===== src/rtl/instr_fetch_unit_if.sv =====
// Fetch-unit bus bundle: instruction-memory address/data, redirect, decode handshake and fault.
// master = fetch unit side, slave = memory/decode/branch-resolution side.
interface instr_fetch_unit_if;
    logic [31:0] pc_addr_o;
    logic [31:0] instr_i;
    logic        redirect_i;
    logic [31:0] redirect_pc_i;
    logic        id_ready_i;
    logic        id_valid_o;
    logic [31:0] id_instr_o;
    logic [31:0] id_pc_o;
    logic [31:0] id_pc_plus4_o;
    logic        fault_o;

    modport master (
        output pc_addr_o, id_valid_o, id_instr_o, id_pc_o, id_pc_plus4_o, fault_o,
        input  instr_i, redirect_i, redirect_pc_i, id_ready_i
    );

    modport slave (
        input  pc_addr_o, id_valid_o, id_instr_o, id_pc_o, id_pc_plus4_o, fault_o,
        output instr_i, redirect_i, redirect_pc_i, id_ready_i
    );
endinterface


===== src/rtl/instr_fetch_unit.sv =====
// Instruction fetch: PC + small {pc,instr} queue to decode; 1-cycle fetch-to-decode latency (0 with FETCH_BYPASS_EN).
// Back-pressure: id_ready_i low fills the queue then freezes the PC; redirect flushes; fault freezes fetch until reset.
module instr_fetch_unit #(
    parameter logic [31:0] RESET_PC  = 32'h0000_0000,
    parameter int          MEM_WORDS = 32,
    parameter int          QDEPTH    = 2
) (
    input  logic                  clk_i,
    input  logic                  rst_i,
    instr_fetch_unit_if.master    bus
);

    localparam int          PW       = (QDEPTH > 1) ? $clog2(QDEPTH) : 1;
    localparam int          CW       = $clog2(QDEPTH + 1);
    localparam logic [31:0] PC_LIMIT = 32'(MEM_WORDS * 4);

    logic [31:0]   pc;
    logic          fault;
    logic [CW-1:0] count;
    logic [PW-1:0] head;
    logic [PW-1:0] tail;
    logic [31:0]   q_pc    [QDEPTH];
    logic [31:0]   q_instr [QDEPTH];

    logic          pc_legal;
    logic          fifo_pop;
    logic          has_space;
    logic          fetch_ok;
    logic          take_redirect;
    logic          bypass_sel;
    logic          push;
    logic          id_valid;
    logic [31:0]   id_pc;
    logic [31:0]   id_instr;

    always_comb begin
        pc_legal      = (pc < PC_LIMIT) && (pc[1:0] == 2'b00);
        // Only a pop from the queue frees a slot; a bypassed word never occupies one.
        fifo_pop      = (count != '0) && bus.id_ready_i;
        has_space     = (count < CW'(QDEPTH)) || fifo_pop;
        fetch_ok      = !fault && !bus.redirect_i && has_space && pc_legal;
        take_redirect = bus.redirect_i && !fault;
`ifdef FETCH_BYPASS_EN
        bypass_sel    = (count == '0) && fetch_ok;
        push          = fetch_ok && !(bypass_sel && bus.id_ready_i);
`else
        bypass_sel    = 1'b0;
        push          = fetch_ok;
`endif
        id_valid      = (count != '0) || bypass_sel;
        id_pc         = bypass_sel ? pc           : q_pc[head];
        id_instr      = bypass_sel ? bus.instr_i  : q_instr[head];
    end

    always_ff @(posedge clk_i or posedge rst_i) begin
        if (rst_i) begin
            pc    <= RESET_PC;
            fault <= 1'b0;
            count <= '0;
            head  <= '0;
            tail  <= '0;
            for (int i = 0; i < QDEPTH; i++) begin
                q_pc[i]    <= '0;
                q_instr[i] <= '0;
            end
        end else if (take_redirect) begin
            pc    <= bus.redirect_pc_i;
            count <= '0;
            head  <= '0;
            tail  <= '0;
        end else begin
            if (!fault && !pc_legal) begin
                fault <= 1'b1;
            end
            if (push) begin
                q_pc[tail]    <= pc;
                q_instr[tail] <= bus.instr_i;
                tail          <= tail + PW'(1);
            end
            if (fifo_pop) begin
                head <= head + PW'(1);
            end
            if (fetch_ok) begin
                pc <= pc + 32'd4;
            end
            case ({push, fifo_pop})
                2'b10:   count <= count + CW'(1);
                2'b01:   count <= count - CW'(1);
                default: count <= count;
            endcase
        end
    end

    assign bus.pc_addr_o     = pc;
    assign bus.id_valid_o    = id_valid;
    assign bus.id_pc_o       = id_pc;
    assign bus.id_instr_o    = id_instr;
    assign bus.id_pc_plus4_o = id_pc + 32'd4;
    assign bus.fault_o       = fault;

endmodule

===== src/flat_wrapper.sv =====
// flat-port wrapper written by rule: the top's interface ports become plain ports
module instr_fetch_unit_flat 
#(
    parameter logic [31:0] RESET_PC  = 32'h0000_0000,
    parameter int          MEM_WORDS = 32,
    parameter int          QDEPTH    = 2
)
  (clk_i, rst_i, bus_pc_addr_o, bus_id_valid_o, bus_id_instr_o, bus_id_pc_o, bus_id_pc_plus4_o, bus_fault_o, bus_instr_i, bus_redirect_i, bus_redirect_pc_i, bus_id_ready_i);
  instr_fetch_unit_if bus_i ();
  input  logic clk_i;
  input  logic rst_i;
  output wire logic [$bits(bus_i.pc_addr_o)-1:0] bus_pc_addr_o;
  output wire logic [$bits(bus_i.id_valid_o)-1:0] bus_id_valid_o;
  output wire logic [$bits(bus_i.id_instr_o)-1:0] bus_id_instr_o;
  output wire logic [$bits(bus_i.id_pc_o)-1:0] bus_id_pc_o;
  output wire logic [$bits(bus_i.id_pc_plus4_o)-1:0] bus_id_pc_plus4_o;
  output wire logic [$bits(bus_i.fault_o)-1:0] bus_fault_o;
  input wire logic [$bits(bus_i.instr_i)-1:0] bus_instr_i;
  input wire logic [$bits(bus_i.redirect_i)-1:0] bus_redirect_i;
  input wire logic [$bits(bus_i.redirect_pc_i)-1:0] bus_redirect_pc_i;
  input wire logic [$bits(bus_i.id_ready_i)-1:0] bus_id_ready_i;
  assign bus_pc_addr_o = bus_i.pc_addr_o;
  assign bus_id_valid_o = bus_i.id_valid_o;
  assign bus_id_instr_o = bus_i.id_instr_o;
  assign bus_id_pc_o = bus_i.id_pc_o;
  assign bus_id_pc_plus4_o = bus_i.id_pc_plus4_o;
  assign bus_fault_o = bus_i.fault_o;
  assign bus_i.instr_i = bus_instr_i;
  assign bus_i.redirect_i = bus_redirect_i;
  assign bus_i.redirect_pc_i = bus_redirect_pc_i;
  assign bus_i.id_ready_i = bus_id_ready_i;
  instr_fetch_unit #(.RESET_PC(RESET_PC), .MEM_WORDS(MEM_WORDS), .QDEPTH(QDEPTH)) u_core (.clk_i(clk_i), .rst_i(rst_i), .bus(bus_i));
endmodule

===== config.mk =====
export PLATFORM = sky130hd
export DESIGN_NAME = instr_fetch_unit_flat
export DESIGN_NICKNAME = d
export VERILOG_FILES = /design/src/rtl/instr_fetch_unit_if.sv /design/src/rtl/instr_fetch_unit.sv /design/src/flat_wrapper.sv
export SDC_FILE = /design/constraint.sdc
export NUM_CORES = 1
export LEC_CHECK = 0
export BUFFER_PORTS_ARGS = -buffer_cell sky130_fd_sc_hd__buf_2
export CORE_MARGIN = 2
export CORE_UTILIZATION = 40
export CTS_CLUSTER_SIZE = 16
export DETAILED_ROUTE_END_ITERATION = 8
export GPL_TIMING_DRIVEN = 0
export SYNTH_ARGS = -nofsm -noshare
export SYNTH_HDL_FRONTEND = slang
export SYNTH_SLANG_ARGS = --single-unit

===== constraint.sdc =====
create_clock -name clk_i -period 12.3 [get_ports clk_i]
set_input_delay 1.845 -clock clk_i [delete_from_list [all_inputs] [get_ports clk_i]]
set_output_delay 1.845 -clock clk_i [all_outputs]
set_load 0.01 [all_outputs]

After elaboration in Yosys (flattened, before gate mapping):

Cells that the tools add are included.

* register bits: 165
* bits of input ports: 68
* output and inout bits: 130
* word-level logic and storage cells: 62

* add/sub/neg operators: 6
* order comparisons: 5
* equal/unequal tests: 2
* mux-type cells: 18
* bitwise logic cells: 3
* reduce and logical (&&, ||, !) cells: 19

Operator list (number)
* 32-bit 2-to-1 mux: 9
* 64-bit bitwise mux: 2
* 32-bit by 3-bit adder with 32-bit output (second input constant): 2
* 32-bit demux with 1-bit select: 1
* 32-bit by 8-bit < comparator with 1-bit output (second input constant): 1
* 1-bit logical AND: 8
* 2-bit nonzero test: 3
* 2-bit >= comparator (second input constant): 2
* 1-bit 2-to-1 mux: 4
* 1-bit NOT with 2-bit output: 2
* 2-bit one-hot mux with 2 select lines: 1
* 2-bit AND reduction: 2
* 1-bit zero test: 3
* 3-bit nonzero test: 1
* 1-bit adder (second input constant): 2
* 2-bit by 1-bit adder with 2-bit output (second input constant): 1
* 2-bit by 1-bit == test with 1-bit output (second input constant): 1
* 2-bit == test (second input constant): 1
* 2-bit zero test: 1
* 2-bit by 1-bit < comparator with 1-bit output (second input constant): 1
* 2-bit < comparator (second input constant): 1
* 2-bit 2-to-1 mux: 1
* 2-bit by 1-bit subtractor with 2-bit output (second input constant): 1
* 1-bit logical OR: 1
* 1-bit NOT: 1

Depth between registers and ports, before layout:

* depth in word-level cells: 8
* mapped depth: 12
* mapped depth without buffers: 8

Worst setup path before layout:

Ideal clock, no wire load.

* kind: reg2out
* start point: register u_core.head
* end point: output bus_id_pc_plus4_o[26]
* arrival time: 2.926 ns
* required time: 10.455 ns
* setup slack: 7.529 ns
* cell stages (with the launch flop): 13
* path buffers: 5
* path through: dfrtp_1 buf_4 buf_2 buf_1 buf_2 mux2i_1 inv_1 ha_1 nand2_1 or4_1 buf_2 nor4_4 xor2_1

* word-level cells in the longest chain between the ends: 5

Ends and longest elaborated chain
* from (decl): line instr_fetch_unit.sv:20 `logic [PW-1:0] head;`
* from (signal assigned): line instr_fetch_unit.sv:81 `head <= head + PW'(1);`
* 1-bit NOT with 2-bit output (not written as such): line instr_fetch_unit.sv:51 `id_pc = bypass_sel ? pc : q_pc[head];`
* 32-bit 2-to-1 mux (not written as such) (3 in a row): line instr_fetch_unit.sv:51
* net bus_id_pc_o[2]: line flat_wrapper.sv:15 `output wire logic [$bits(bus_i.id_pc_o)-1:0] bus_id_pc_o;`
* 32-bit by 3-bit adder with 32-bit output: line instr_fetch_unit.sv:98 `assign bus.id_pc_plus4_o = id_pc + 32'd4;`
* to (decl): line flat_wrapper.sv:16 `output wire logic [$bits(bus_i.id_pc_plus4_o)-1:0] bus_id_pc_plus4_o;`

The timed path passes the listed nets, and every way through them passes these cells. The select of a mux whose other input is x is not followed.

Worst setup path after layout:

* start point: register u_core.head
* end point: output bus_id_pc_plus4_o[26]

* word-level cells in the longest chain between the ends: 5

Ends and longest elaborated chain (line)
* 1-bit NOT with 2-bit output (not written as such): instr_fetch_unit.sv:51
* 32-bit 2-to-1 mux (not written as such) (3 in a row): instr_fetch_unit.sv:51
* 32-bit by 3-bit adder with 32-bit output: instr_fetch_unit.sv:98

No other way between the ends. The select of a mux whose other input is x is not followed.

==> summary.txt <==
RUN STATUS
---------------------------------------------------------------------------------
Outcome ............................................................ complete, no violations

YOSYS
---------------------------------------------------------------------------------
Synth Area per Inst ................................................  12.19 sq um
Most used flip-flop cell after synthesis ...........................      dfrtp_1
Synth unique cells .................................................           45
Net Count, Synth ...................................................          709
Post-synthesis instance area .......................................   7780 sq um
Number of flip-flops and latches in the synthesized netlist ........          165
Number of instances in the synthesized netlist .....................          638
Fraction of synthesis flops using an asynchronous set or reset pin .        1.000
Proportion of synthesized chip area in sequential cells ............       0.5307
Total number of yosys warnings .....................................            0
Number of flops mapped to enable cells by yosys ....................            0

TIMING
---------------------------------------------------------------------------------
Highest clock rate .................................................   0.1613 GHz
Worst-case headroom to the max-slew limit ..........................       0.3300
Setup repair after global routing missed its margin ................           no
Worst slew pin tran ................................................     997.5 ps
Share of the clock period used by the worst path after layout ......       0.5040
Setup_tns ..........................................................         0 ps
Slew Viols, Final ..................................................            0
Number of hold violations in the final report ......................            0
Final period demand of the worst path ..............................      6199 ps
Worst Clk Skew .....................................................     14.82 ps
Count of endpoints failing setup in the final report ...............            0
Smallest hold slack ................................................     484.1 ps

WORST SETUP PATH
---------------------------------------------------------------------------------
Startpoint type of the worst setup path ............................     register
Crit Path Category ................................................. register to primary output
Critical-path maximum fanout .......................................           10
Worst path max stage delay .........................................       650 ps
Category of the worst setup path capture point ..................... primary output
Arrival time of the worst setup path ...............................      4350 ps
CP max-delay cell ..................................................        buf_1
Most numerous cell on the critical path ............................        buf_2
CP Cell Sequence ................................................... buf_4 > buf_2 > buf_1 > buf_2 > mux2i_1 > inv_1 > ha_1 > nand2_1 > or4_1 > buf_2 > nor4_4 > xor2_1 > buf_2
Endpoint required time on the critical path ........................     10450 ps
R2R setup slack ....................................................      9650 ps

FLOORPLAN
---------------------------------------------------------------------------------
Ports ..............................................................          198
Die Y-Extent .......................................................     143.5 um
Std-Cell Rows ......................................................           51
Placeable core region ..............................................  19270 sq um
Die area ...........................................................  20580 sq um
Horizontal die dimension ...........................................     143.5 um
Initial Util .......................................................       0.4037

PWR
---------------------------------------------------------------------------------
Pwr Total ..........................................................     1.386 mW
Worst IR drop on VDD ...............................................   0.09271 mV
Reg power frac .....................................................        0.426
Pwr/cell area ...................................................... 142.3 nW/um^2
Total net switching power ..........................................    0.3809 mW
Leakage ............................................................     5.284 nW
Switching share of power ...........................................       0.2748
Internal Pwr Total .................................................     1.005 mW
Clock share of power ...............................................        0.400
Combinational share of power .......................................        0.174

CLOCKING
---------------------------------------------------------------------------------
CTS tree ...........................................................          yes
Root buffer cell ...................................................    clkbuf_16
H-tree levels ......................................................            4
Count of hold buffers inserted by post-cts repair ..................            0
Num CTS Buffers ....................................................           17
Worst skew pair latency ............................................       420 ps
Post-cts sizing count ..............................................            0
Clock Sink Count ...................................................          165
Setup Buffers After CTS ............................................            0
Worst-path clk slew ................................................        60 ps
Clk buf depth ......................................................            2

ROUTING
---------------------------------------------------------------------------------
Average vias per placed instance ...................................        4.741
Routed vias ........................................................         5371
Total iterations of the first detailed-routing run .................            5
Initial detailed-routing violation count ...........................          187
Total wirelength of the detailed-routed design .....................     18.02 mm
Number of remaining DRC errors .....................................            0
Post-DRT Antenna Nets ..............................................            0
Wire length per cell after detailed routing ........................     15.91 um

JOB
---------------------------------------------------------------------------------
Number of max-cap violations .......................................            0

LAYOUT
---------------------------------------------------------------------------------
Most common cell after layout, fill and taps aside .................        buf_2
Combined area of the multi-input logic cells .......................   3423 sq um
Number of nets in the layout .......................................          926
Register area ......................................................   4129 sq um
Filler instances ...................................................         1791
Layout Cells excl Fill .............................................         1133
Synth-to-layout area growth ........................................       25.23%
Commonest cells after routing, fill and taps aside ................. 208 x buf_2, 165 x dfrtp_1, 99 x nand2_1, 62 x mux2_2, 36 x mux2_1
Fraction of layout instances using a drive strength above 1 ........       0.4090
Number of antenna repair diodes ....................................            0

PLACEMENT
---------------------------------------------------------------------------------
Buffers added on ports .............................................          197
Detailed placement HPWL ............................................     13.24 mm
Routability cong. ..................................................       0.7671
DP Cell Count ......................................................         1101

MIN PATH
---------------------------------------------------------------------------------
Min-Delay Path Class ............................................... register to register

GRT
---------------------------------------------------------------------------------
First-pass GRT wire length .........................................     28.89 mm
Total congestion overflow ..........................................            0
Number of global-route vias before repair ..........................         5361
Pin count of the biggest net entering global routing ...............          125
Antenna violations before repair ...................................            0
Overall routing resource usage .....................................       0.1808

sequential cells by signal (all words and copies together), names as in the netlist:
signal                cells
u_core.q_instr           64
u_core.q_pc              64
u_core.bus.pc_addr_o     32
u_core.count              2
u_core.bus.fault_o        1
u_core.head               1
u_core.tail               1
path summary, 6_finish.rpt:
kind	from	to	cells past startpoint
max	u_core.head$_DFFE_PP0P_	bus_id_pc_plus4_o[26]	13
min	u_core.q_pc[29]$_DFFE_PP0P_	u_core.q_pc[29]$_DFFE_PP0P_	1
max reg2reg	u_core.bus.pc_addr_o[27]$_DFFE_PP0P_	u_core.q_instr[33]$_DFFE_PP0P_	5
min reg2reg	u_core.q_pc[29]$_DFFE_PP0P_	u_core.q_pc[29]$_DFFE_PP0P_	1
max in group asynchronous	rst_i	u_core.q_pc[51]$_DFFE_PP0P_	3
min in group asynchronous	rst_i	u_core.q_instr[27]$_DFFE_PP0P_	2
routing by layer:
metal,track usage,up-vias,share of wire
met1,0.2510,2595,0.47
met3,0.04332,17,0.054
met2,0.2832,150,0.46
li1,-,2609,-
met5,0,-,0
met4,0.05212,0,0.016
power by group through the flow:
stage / sequential (mW) / clock (mW) / combinational, mW
floorplan: 0.602 / 0 / 0.154
global placement: 0.601 / 0 / 0.245
detailed placement: 0.601 / 0 / 0.247
CTS: 0.591 / 0.566 / 0.249
global route: 0.595 / 0.587 / 0.263
finish: 0.591 / 0.554 / 0.241
logic make-up after synthesis:
family | Yosys count | share of synthesized area
flip-flops | 165 | 0.5307
AO/OA/AOI/OAI | 25 | 0.01882
adder cells (fa/ha/maj) | 3 | 0.004825
multiplexers | 137 | 0.2113
buffers and inverters | 45 | 0.02927
AND/OR/NAND/NOR | 228 | 0.1657
XOR/XNOR | 35 | 0.03940
cell type report:
| type | count | share of cell area |
|---|---|---|
| clock buffers | 19 | 0.04546 |
| multi-input cells | 428 | 0.3514 |
| plain buffers | 32 | 0.01836 |
| clock inverters | 13 | 0.01721 |
| flip-flops and latches | 165 | 0.4238 |
| inverters | 13 | 0.005779 |
| well taps | 265 | 0.03403 |
| repair buffers | 198 | 0.1040 |
worst max-delay path, delay by kind of cell (launching register included):
kind / cells / cell delay [ps]
buffers and inverters: 7 / 2050
AND/OR/NAND/NOR: 3 / 810
flip-flops: 1 / 410
adder cells (fa/ha/maj): 1 / 330
multiplexers: 1 / 190
XOR/XNOR: 1 / 160
per-stage QoR:
step,setup WS [ps],instance area (sq um),utilization
floorplan,5993,7780,-
global placement,3990,9097,0.4721
detailed placement,6453,9133,0.4739
CTS,5969,9743,0.5056
global route,5794,9743,0.5056
finish,6101,9743,0.5056
cell usage after synthesis (2+ instances only):
| master | instances | area [sq um] |
|---|---|---|
| o21ai_0 | 9 | 45.04 |
| nand3_1 | 12 | 60.06 |
| nor4_4 | 6 | 127.6 |
| o22ai_1 | 3 | 18.77 |
| inv_1 | 13 | 48.80 |
| and2_1 | 28 | 175.2 |
| nand4_1 | 5 | 31.28 |
| nor3_1 | 4 | 20.02 |
| dfrtp_1 | 165 | 4129 |
| xor2_1 | 14 | 122.6 |
| nand3b_1 | 3 | 22.52 |
| a21o_1 | 3 | 22.52 |
| mux2_4 | 30 | 450.4 |
| mux2_2 | 62 | 698.2 |
| nor4_2 | 2 | 25.02 |
| and3_1 | 2 | 12.51 |
| nor4_1 | 8 | 50.05 |
| buf_1 | 3 | 11.26 |
| nor2b_1 | 29 | 181.4 |
| mux2_1 | 36 | 405.4 |
| buf_4 | 4 | 30.03 |
| mux2i_1 | 9 | 90.09 |
| nand2_1 | 99 | 371.6 |
| nand4b_1 | 3 | 26.28 |
| and3b_1 | 3 | 26.28 |
| nand2b_1 | 2 | 12.51 |
| xnor2_1 | 21 | 183.9 |
| a21oi_1 | 7 | 35.03 |
| nor2_1 | 13 | 48.80 |
| clkbuf_1 | 10 | 37.54 |
| ha_1 | 3 | 37.54 |
| buf_6 | 4 | 45.04 |
| buf_2 | 11 | 55.05 |
(Power assumes the default switching activity.)
